--- src/rtl/uart_frame_loader.sv ---
// rtl/uart_frame_loader.sv - UART byte stream to 4-bit frame-buffer pixel loader
// Optional checksum stage enabled by defining UART_FRAME_LOADER_CHECKSUM_EN.
module uart_frame_loader #(
   parameter logic [7:0] SYNC_BYTE      = 8'hA5,
   parameter int         NUM_PIXELS     = 4096,
   parameter int         ADDR_W         = 13,
   parameter int         TIMEOUT_CYCLES = 1000000
) (
   input  logic              clk,
   input  logic              rst,
   input  logic [7:0]        rx_data,
   input  logic              rx_valid,
   output logic              wr_en,
   output logic [ADDR_W-1:0] wr_addr,
   output logic [3:0]        wr_data,
   output logic              busy,
   output logic              frame_done,
   output logic              err
);

   localparam int TMO_W = $clog2(TIMEOUT_CYCLES + 1);
   localparam logic [TMO_W-1:0]  TMO_LAST = TMO_W'(TIMEOUT_CYCLES - 1);
   localparam logic [ADDR_W:0]   PIX_END  = (ADDR_W + 1)'(NUM_PIXELS);

`ifdef UART_FRAME_LOADER_CHECKSUM_EN
   typedef enum logic [2:0] {S_IDLE, S_PAYLOAD, S_WR_HI, S_WR_LO, S_CHECK, S_DONE} state_t;
`else
   typedef enum logic [2:0] {S_IDLE, S_PAYLOAD, S_WR_HI, S_WR_LO, S_DONE} state_t;
`endif

   state_t            state_q;
   logic              wr_en_q;
   logic [ADDR_W-1:0] wr_addr_q;
   logic [3:0]        wr_data_q;
   logic              frame_done_q;
   logic              err_q;
   logic [ADDR_W:0]   pix_q;
   logic [TMO_W-1:0]  tmo_q;
   logic [3:0]        lo_q;
   logic              ovr_q;
`ifdef UART_FRAME_LOADER_CHECKSUM_EN
   logic [7:0]        csum_q;
`endif

   always_ff @(posedge clk) begin
      if (rst) begin
         state_q      <= S_IDLE;
         wr_en_q      <= 1'b0;
         wr_addr_q    <= '0;
         wr_data_q    <= '0;
         frame_done_q <= 1'b0;
         err_q        <= 1'b0;
         pix_q        <= '0;
         tmo_q        <= '0;
         lo_q         <= '0;
         ovr_q        <= 1'b0;
`ifdef UART_FRAME_LOADER_CHECKSUM_EN
         csum_q       <= '0;
`endif
      end else begin
         wr_en_q      <= 1'b0;
         frame_done_q <= 1'b0;
         err_q        <= 1'b0;
         case (state_q)
            S_IDLE: begin
               if (rx_valid && rx_data == SYNC_BYTE) begin
                  state_q <= S_PAYLOAD;
                  pix_q   <= '0;
                  tmo_q   <= '0;
`ifdef UART_FRAME_LOADER_CHECKSUM_EN
                  csum_q  <= '0;
`endif
               end
            end
            S_PAYLOAD: begin
               if (rx_valid) begin
                  // High nibble goes out now; low nibble is kept for the odd pixel.
                  lo_q      <= rx_data[3:0];
                  tmo_q     <= '0;
                  ovr_q     <= 1'b0;
                  wr_en_q   <= 1'b1;
                  wr_addr_q <= pix_q[ADDR_W-1:0];
                  wr_data_q <= rx_data[7:4];
`ifdef UART_FRAME_LOADER_CHECKSUM_EN
                  csum_q    <= csum_q ^ rx_data;
`endif
                  state_q   <= S_WR_HI;
               end else if (tmo_q == TMO_LAST) begin
                  err_q   <= 1'b1;
                  state_q <= S_IDLE;
               end else begin
                  tmo_q <= tmo_q + TMO_W'(1);
               end
            end
            S_WR_HI: begin
               wr_en_q   <= 1'b1;
               wr_addr_q <= {pix_q[ADDR_W-1:1], 1'b1};
               wr_data_q <= lo_q;
               pix_q     <= pix_q + (ADDR_W + 1)'(2);
               if (rx_valid) ovr_q <= 1'b1;
               state_q   <= S_WR_LO;
            end
            S_WR_LO: begin
               // A byte arriving mid-pair is dropped and the frame abandoned.
               if (ovr_q || rx_valid) begin
                  err_q   <= 1'b1;
                  state_q <= S_IDLE;
               end else if (pix_q == PIX_END) begin
`ifdef UART_FRAME_LOADER_CHECKSUM_EN
                  state_q      <= S_CHECK;
`else
                  frame_done_q <= 1'b1;
                  state_q      <= S_DONE;
`endif
               end else begin
                  state_q <= S_PAYLOAD;
               end
            end
`ifdef UART_FRAME_LOADER_CHECKSUM_EN
            S_CHECK: begin
               if (rx_valid) begin
                  tmo_q <= '0;
                  if (rx_data == csum_q) begin
                     frame_done_q <= 1'b1;
                     state_q      <= S_DONE;
                  end else begin
                     err_q   <= 1'b1;
                     state_q <= S_IDLE;
                  end
               end else if (tmo_q == TMO_LAST) begin
                  err_q   <= 1'b1;
                  state_q <= S_IDLE;
               end else begin
                  tmo_q <= tmo_q + TMO_W'(1);
               end
            end
`endif
            S_DONE:  state_q <= S_IDLE;
            default: state_q <= S_IDLE;
         endcase
      end
   end

   assign wr_en      = wr_en_q;
   assign wr_addr    = wr_addr_q;
   assign wr_data    = wr_data_q;
   assign busy       = (state_q != S_IDLE);
   assign frame_done = frame_done_q;
   assign err        = err_q;

endmodule

--- config.mk ---
export PLATFORM = sky130hd
export DESIGN_NAME = uart_frame_loader
export DESIGN_NICKNAME = d
export VERILOG_FILES = /design/src/rtl/uart_frame_loader.sv
export SDC_FILE = /design/constraint.sdc
export NUM_CORES = 1
export LEC_CHECK = 0
export ABC_AREA = 1
export BUFFER_PORTS_ARGS = -buffer_cell sky130_fd_sc_hd__buf_2
export CORE_UTILIZATION = 50
export DETAILED_ROUTE_END_ITERATION = 16
export HOLD_SLACK_MARGIN = 0.12
export PLACE_DENSITY = 0.72
export SYNTH_ARGS = -nofsm -noshare
export SYNTH_HDL_FRONTEND = slang
export SYNTH_SLANG_ARGS = --single-unit
--- constraint.sdc ---
create_clock -name clk -period 3.54 [get_ports clk]
set_input_delay 0.177 -clock clk [delete_from_list [all_inputs] [get_ports clk]]
set_output_delay 0.177 -clock clk [all_outputs]
set_load 0.03 [all_outputs]
# Yosys cells after proc, flatten, opt, wreduce, memory -nomap -nowiden
# Cells that the tools add are included.
# totals
reg_bits	62
inputBits	11
output_inout_bits	21
wordCells	64
# op_classes
add_sub_neg	2
n_eq_ne	11
muxes	26
bitwise_logic	1
reduce_logical	14
# op_table
op	n
20-bit two-way mux	3
20-bit one-hot mux with 2 select lines	1
14-bit one-hot mux with 2 select lines	1
13-bit one-hot mux with 2 select lines	1
20-bit by 1-bit adder with 20-bit output, second input constant	1
20-bit == test, second input constant	1
3-bit two-way mux	5
14-bit by 2-bit adder with 14-bit output, second input constant	1
14-bit by 13-bit == test with 1-bit output, second input constant	1
14-bit two-way mux	1
13-bit two-way mux	1
3-bit one-hot mux with 4 select lines	1
8-bit == test, second input constant	1
4-bit one-hot mux with 2 select lines	1
2-bit AND reduction	4
1-bit two-way mux	7
3-bit by 2-bit == test with 1-bit output, second input constant	2
2-bit != test, second input constant	3
3-bit != test, second input constant	2
1-bit one-hot mux with 2 select lines	3
3-bit AND reduction	2
2-bit nonzero test	3
4-bit two-way mux	1
3-bit by 1-bit == test with 1-bit output, second input constant	1
other kinds (6)	6

# Depth between registers and ports, before layout
# Gate-level depths: netlist of run 1.
# depth
word_depth	4
depth_mapped	12
mapped_depth_nobuf	12

# Worst setup path before layout of run 1
# Ideal clock, no wire load.
# synth_path
kind	reg-to-reg
startpoint	register tmo_q[0]
endpoint	register tmo_q[7]
setup_time_ns	0.067
t_arrival_ns	1.482
required_time_ns	3.473
path_slack_ns	1.990
stages_incl_launch_ff	11
path_buffers	1
period_less_slack_ns	1.550
path_cell_list	dfxtp_1 -> ha_1 -> nand3_2 -> inv_2 -> nand3_1 -> nor2_4 -> nand2_4 -> nand2_4 -> buf_8 -> nand2_1 -> a21oi_2
# synth_between
elab_chain_cells	4
elab_cells_between_ends	7
classes_between	add/sub: 1; eq/ne: 2; mux: 3; reduce/logical: 1
# synth_lines
element	line	source
from (decl)	38	logic [TMO_W-1:0] tmo_q;
from (signal assigned)	92	tmo_q <= tmo_q + TMO_W'(1);
20-bit by 1-bit adder with 20-bit output	92	
20-bit two-way mux	88	end else if (tmo_q == TMO_LAST) begin
20-bit two-way mux	76	if (rx_valid) begin
20-bit one-hot mux with 2 select lines	64	case (state_q)
# Parallel ways exist; a longest one is shown, timed or not. The select of a mux whose other input is x is not followed.
# A chain may end at the register's enable or synchronous reset.

# Worst setup path after layout of run 1
# layout_path
startpoint	register state_q[1]
endpoint	register wr_data_q[0] (netlist: wr_data[0])
# layout_between
elab_chain_cells	3
elab_cells_between_ends	6
classes_between	eq/ne: 3; mux: 1; reduce/logical: 2
# layout_lines
element	line	source
from (decl)	31	state_t state_q;
from (signal assigned)	47	state_q <= S_IDLE;
from (signal assigned)	67	state_q <= S_PAYLOAD;
from (signal assigned)	87	state_q <= S_WR_HI;
3-bit by 1-bit == test with 1-bit output / 3-bit by 2-bit == test with 1-bit output (equally long branches)	64	
2-bit != test (no source line) / 2-bit nonzero test (equally long branches)	--	
2-bit AND reduction (no source line)	--	
to (signal assigned)	83	wr_data_q <= rx_data[7:4];
to (signal assigned)	98	wr_data_q <= lo_q;
to (decl)	34	logic [3:0] wr_data_q;
# Parallel ways exist; a longest one is shown, timed or not.

==> results.json, run 1 <==
{
  "grt_pass1_wl_um": 12900,
  "synth_ff_type": "dfxtp_1",
  "cpLargestDelayFamily": "simple AND/OR/NAND/NOR gates",
  "maxCapViolations": 0,
  "synth_top_cell_by_area": "dfxtp_1",
  "hold_viol": 0,
  "grt_max_degree": 39,
  "peakVddDrop_v": 0.000212,
  "worstPathMaxFanout": 32,
  "synth_nets": 471,
  "start_util_pct": 51.9,
  "worst_hold_slack_ns": 0.140,
  "fin_setup_tns_ns": 0,
  "combPwrFrac_pct": 3.5,
  "cts_buffer_depth": 2,
  "critPathSlowestCell": "nand2_1",
  "async_flop_share_pct": 0,
  "p_total_mw": 1.29,
  "ctsRootBufferMaster": "clkbuf_8",
  "area_growth_syn_to_layout_pct": 13.3,
  "drtAntennaViolNets": 0,
  "cpMostUsedCell": "inv_1",
  "finalInstanceArea_sq_um": 3480,
  "netlist_instances": 458,
  "maxSlewHeadroom_pct": 46.1,
  "regArea_sq_um": 1220,
  "rsz0062_at_grt": "false",
  "worstPathCellList": "inv_1 -> nor2_2 -> inv_1 -> nand2_1 -> o21ai_0 -> a31oi_1",
  "vias": 3132,
  "multi_input_area_sq_um": 1570,
  "synth-edff-count": 0,
  "synth_warnings": 0,
  "period_needed_ns": 2.57,
  "finalSetupViolCount": 0,
  "yosys-top-cells-area": "dfxtp_1 40%, nand2_1 15%, a21oi_1 8.5%",
  "synth_cell_type_count": 29,
  "syn_avg_cell_area_sq_um": 6.71,
  "max_freq_mhz": 389,
  "intPower_uw": 957,
  "drive_above_1_share_pct": 12.9,
  "vias_per_cell": 5.49,
  "power_frac_seq_pct": 53.5,
  "path_class": "reg -> reg",
  "synth.top_cell.area_share_pct": 39.8,
  "cts.clk_slew.worst_paths_ns": 0.08,
  "power.share.clock_pct": 43.1,
  "post-route-period-util_pct": 72.6,
  "die_h_um": 80.4,
  "layoutNonFillerInstCount": 570,
  "leakage_nw": 1.41,
  "ioPinCount": 32,
  "dieArea_sq_um": 6460,
  "gp_congestion": 0.915,
  "synthTopCellsByCount": "119 x nand2_1, 61 x dfxtp_1, 52 x a21oi_1, 52 x inv_1",
  "place_area_sq_um": 3240,
  "worst-path-buf-inv": 2,
  "synth_seq_cells": 61,
  "cts_resized": 0,
  "tightestPinTransition_ns": 0.807,
  "track_usage_pct": 26.0,
  "io_buffers": 31,
  "busiest_layer": "met1",
  "netlist_area_sq_um": 3070,
  "slew_viol_final": 0,
  "antennaDiodeCount": 0,
  "cts_buffers": 9,
  "cp-start-kind": "flop",
  "cts_tree": "yes",
  "yosysMostFrequentCell": "nand2_1",
  "placementRows": 28,
  "final_util_pct": 58.8,
  "die_w_um": 80.4,
  "cts_hold_buffers": 6,
  "n_fill_cell": 568,
  "worstSkewPairLatency_ns": 0.34,
  "core_sq_um": 5920,
  "skew_ns": 0.00955,
  "use_met2_pct": 35.8,
  "hold_path.class": "in -> reg",
  "switching_share_pct": 25.7,
  "drcViolationCount": 0,
  "grt_pass1_vias": 2697,
  "dpl.hpwl_um": 5340,
  "required_ns": 3.81,
  "power_density_nw_per_um2": 370,
  "cts.sinks": 61,
  "antenna_found_initial": 0,
  "status": "completed",
  "final_nets": 503,
  "drt_iter0_drc": 365,
  "cts-htree-levels": 3,
  "routedWlPerCell_um": 13.5,
  "drt-pass1-iter-count": 6,
  "critPathMaxStageDelay_ns": 0.71,
  "arrival_ns": 2.84,
  "crit_path_end_kind": "flop",
  "switchingPower_uw": 331,
  "layout_setup_ws_ns": 0.970,
  "yosysSeqAreaShare_pct": 39.8,
  "routed_wl_um": 7700,
  "global_route.usage.met3_pct": 4.89,
  "pre_cts_ws_ns": 1.04,
  "overflow": 0,
  "grt.met1_usage_pct": 39.3,
  "cts_setup_buffers": 0,
  "dp.cells": 548
}
area by class of cell:
class                   count  area share [%]
clock buffers               9            3.56
clock inverters             7            1.51
well taps                  75            2.70
repair buffers             37            6.18
inverters                  54            5.83
flip-flops and latches     61            35.1
multi-input cells         327            45.1
power by group through the flow:
stage / logic [mW] / registers, mW / clock network [mW]
5_1_grt: 0.0490 / 0.689 / 0.597
2_1_floorplan: 0.0227 / 0.708 / 0
3_3_place_gp: 0.0393 / 0.705 / 0
6_report: 0.0445 / 0.689 / 0.555
3_5_place_dp: 0.0392 / 0.705 / 0
4_1_cts: 0.0442 / 0.689 / 0.561
placed cells by master (no fill, tap or decap), drive strengths merged, types with 2 or more instances in the layout:
cell type	n
or2	3
o21ai	32
nand2	122
dlygate4sd3	6
nor3b	2
nand3	36
nor3	7
ha	2
nor2	38
a21oi	54
dfxtp	61
clkbuf	9
nand4	21
inv	54
o211ai	2
o21bai	2
clkinv	6
buf	31
a31oi	4
flip-flops by register name, indices dropped and copies added, names as in the netlist:
signal,flops
err,1
wr_data,4
ovr_q,1
wr_addr,13
tmo_q,20
frame_done,1
pix_q,13
wr_en,1
state_q,3
lo_q,4
path summary, 6_finish.rpt:
check,from,end,slack [ns],cells after the start
hold reg to reg,tmo_q[16],tmo_q[16],0.47,2
hold / removal,rx_data[6],wr_data[2],0.14,3
setup / recovery,state_q[1],wr_data[0],0.97,6
setup reg to reg,state_q[1],wr_data[0],0.97,6
worst min-delay path, cell delays in order:
cell     delay [ns]
buf_2          0.12
nand2_1        0.07
a31oi_1        0.07
layer usage:
metal | share of wire (%) | wire length, um
met1 | 51 | 3910
met5 | 0 | 0
met4 | 1.4 | 106
met3 | 6.7 | 519
met2 | 41 | 3160
kinds of logic (layout without fill, tap and decap cells):
logic type / after synthesis / after routing / synth area share, %
xor gates and xnor gates: 2 / 2 / 0.570
adders and majority gates: 2 / 2 / 0.815
and+or+nand+nor: 229 / 229 / 33.7
buffers and inverters: 70 / 107 / 9.12
DFF: 61 / 61 / 39.8
AOI/OAI and AO/OA: 94 / 94 / 16.0
No activity file was read; power rests on OpenSTA's default activity.
==> run 2, diff against run 1 <==
Clock period 3.54 ns to 2.4 ns, I/O delays scaled along.
==> run 2 against run 1 <==
Utilization is 1.6 points higher. Non-clock buffer count is 5 higher. Clock power is 89% higher. Flip-flop and latch count stayed put. Largest cell class unchanged. Clock-buffer cell count is 4 higher. Largest power group is now clock. Total power is 66% higher.
==> results.json, run 2 (synthesized netlist as in run 1, its figures left out) <==
{
  "n_fill_cell": 551,
  "area_growth_syn_to_layout_pct": 16.3,
  "finalSetupViolCount": 0,
  "gp_congestion": 0.926,
  "routed_wl_um": 7560,
  "grt_max_degree": 33,
  "maxCapViolations": 0,
  "regToRegStartpoint": "tmo_q[0]",
  "grt_pass1_vias": 2516,
  "cts_buffer_depth": 2,
  "post-route-period-util_pct": 78.1,
  "drtAntennaViolNets": 0,
  "drcViolationCount": 0,
  "cts.clk_slew.worst_paths_ns": 0.06,
  "antenna_found_initial": 0,
  "ioPinCount": 32,
  "slew_viol_final": 0,
  "worstPathMaxFanout": 15,
  "antennaDiodeCount": 0,
  "required_ns": 2.69,
  "ctsRootBufferMaster": "clkbuf_8",
  "drt_iter0_drc": 241,
  "cts_buffers": 9,
  "worstPathCellList": "ha_1 -> nand3_2 -> inv_2 -> nand3_1 -> nor2_4 -> nand2_4 -> nand2_4 -> nand2_1 -> inv_1 -> nand2_1 -> nand2_1",
  "cpLargestDelayFamily": "simple AND/OR/NAND/NOR gates",
  "pre_cts_ws_ns": 0.543,
  "tightestPinTransition_ns": 0.598,
  "core_sq_um": 5920,
  "crit_start": "tmo_q[0]",
  "critPathMaxStageDelay_ns": 0.37,
  "cts_resized": 0,
  "worstHoldPathCells": 3,
  "fin_setup_tns_ns": 0,
  "max_freq_mhz": 534,
  "worstSkewPairLatency_ns": 0.35,
  "io_buffers": 31,
  "vias_per_cell": 5.42,
  "period_needed_ns": 1.87,
  "largest-register": "tmo_q",
  "cts.sinks": 61,
  "cpMostUsedCell": "nand2_1",
  "cp.depth": 11,
  "cts_hold_buffers": 8,
  "cts_setup_buffers": 0,
  "skew_ns": 0.00863,
  "worstHoldStart": "rx_valid",
  "cts-htree-levels": 3,
  "track_usage_pct": 24.8,
  "final_util_pct": 60.3,
  "start_util_pct": 51.9,
  "drive_above_1_share_pct": 13.0,
  "mostFrequentLayoutCells": "119 x nand2_1, 61 x dfxtp_1, 52 x inv_1, 52 x a21oi_1",
  "largest_reg_flops": 20,
  "hold_viol": 0,
  "cts_tree": "yes",
  "arrival_ns": 2.16,
  "grt_pass1_wl_um": 12200,
  "drt-pass1-iter-count": 5,
  "rsz0062_at_grt": "false",
  "leakage_nw": 1.45,
  "crit_path_end_kind": "flop",
  "vias": 3116,
  "dpl.hpwl_um": 5190,
  "peakVddDrop_v": 0.000453,
  "dieArea_sq_um": 6460,
  "worst-path-buf-inv": 2,
  "power_density_nw_per_um2": 598,
  "maxSlewHeadroom_pct": 60.1,
  "final_nets": 508,
  "placementRows": 28,
  "cp-start-kind": "flop",
  "die_h_um": 80.4,
  "routedWlPerCell_um": 13.1,
  "die_w_um": 80.4,
  "layout_commonest_cell": "nand2_1",
  "status": "completed",
  "critPathSlowestCell": "dfxtp_1",
  "path_class": "reg -> reg",
  "reg2reg_depth": 11,
  "overflow": 0,
  "hold_path.class": "in -> reg",
  "layout_setup_ws_ns": 0.526
}
run 2: cell types whose count changed in the layout (fill, tap and decap cells not counted), sizes merged:
cell	before	now
buf	31	34
dlygate4sd3	6	8
clkbuf	9	13
clkinv	6	0
bufinv	0	2
run 2: cell type report:
cell class | count | area, sq um | area share [%]
multi-input combinational | 327 | 1570 | 44.0
sequential | 61 | 1220 | 34.2
timing repair buffer | 42 | 258 | 7.22
inverter | 54 | 203 | 5.67
clock buffer | 13 | 159 | 4.45
tap | 75 | 93.8 | 2.63
clock inverter | 3 | 67.6 | 1.89
run 2: report_power, final:
part,switching (mW),internal [mW],total [mW],leakage [nW]
sequential,0.00160,1.01,1.02,0.491
combinational,0.0470,0.0240,0.0710,0.850
clock,0.406,0.642,1.05,0.110
total,0.454,1.68,2.14,1.45
run 2: final timing paths:
path / endpoint / slack (ns)
hold / removal: ovr_q / 0.14
setup reg to reg: tmo_q[17] / 0.53
hold reg to reg: pix_q[4] / 0.47
setup / recovery: tmo_q[17] / 0.53
run 2: worst min-delay path: cells and delay by family:
family | cells | cell delay (ns)
and+or+nand+nor | 1 | 0.08
buffers and inverters | 1 | 0.17
AOI/OAI and AO/OA | 1 | 0.06
run 2: metal layers:
layer	GRT usage, %	wire length (um)
met2	33.0	2970
met1	38.0	3920
met5	0	0
met3	4.77	544
met4	10.2	127
run 2: per-stage QoR:
step,power [mW],std cells,hold WS [ns],instance area [sq um]
6_report,2.14,575,0.140,3570
5_1_grt,2.19,575,0.161,3570
4_1_cts,2.15,575,0.125,3570
3_5_place_dp,1.10,551,0.416,3270
3_3_place_gp,1.10,551,0.410,3270
2_1_floorplan,1.08,458,0.281,3070
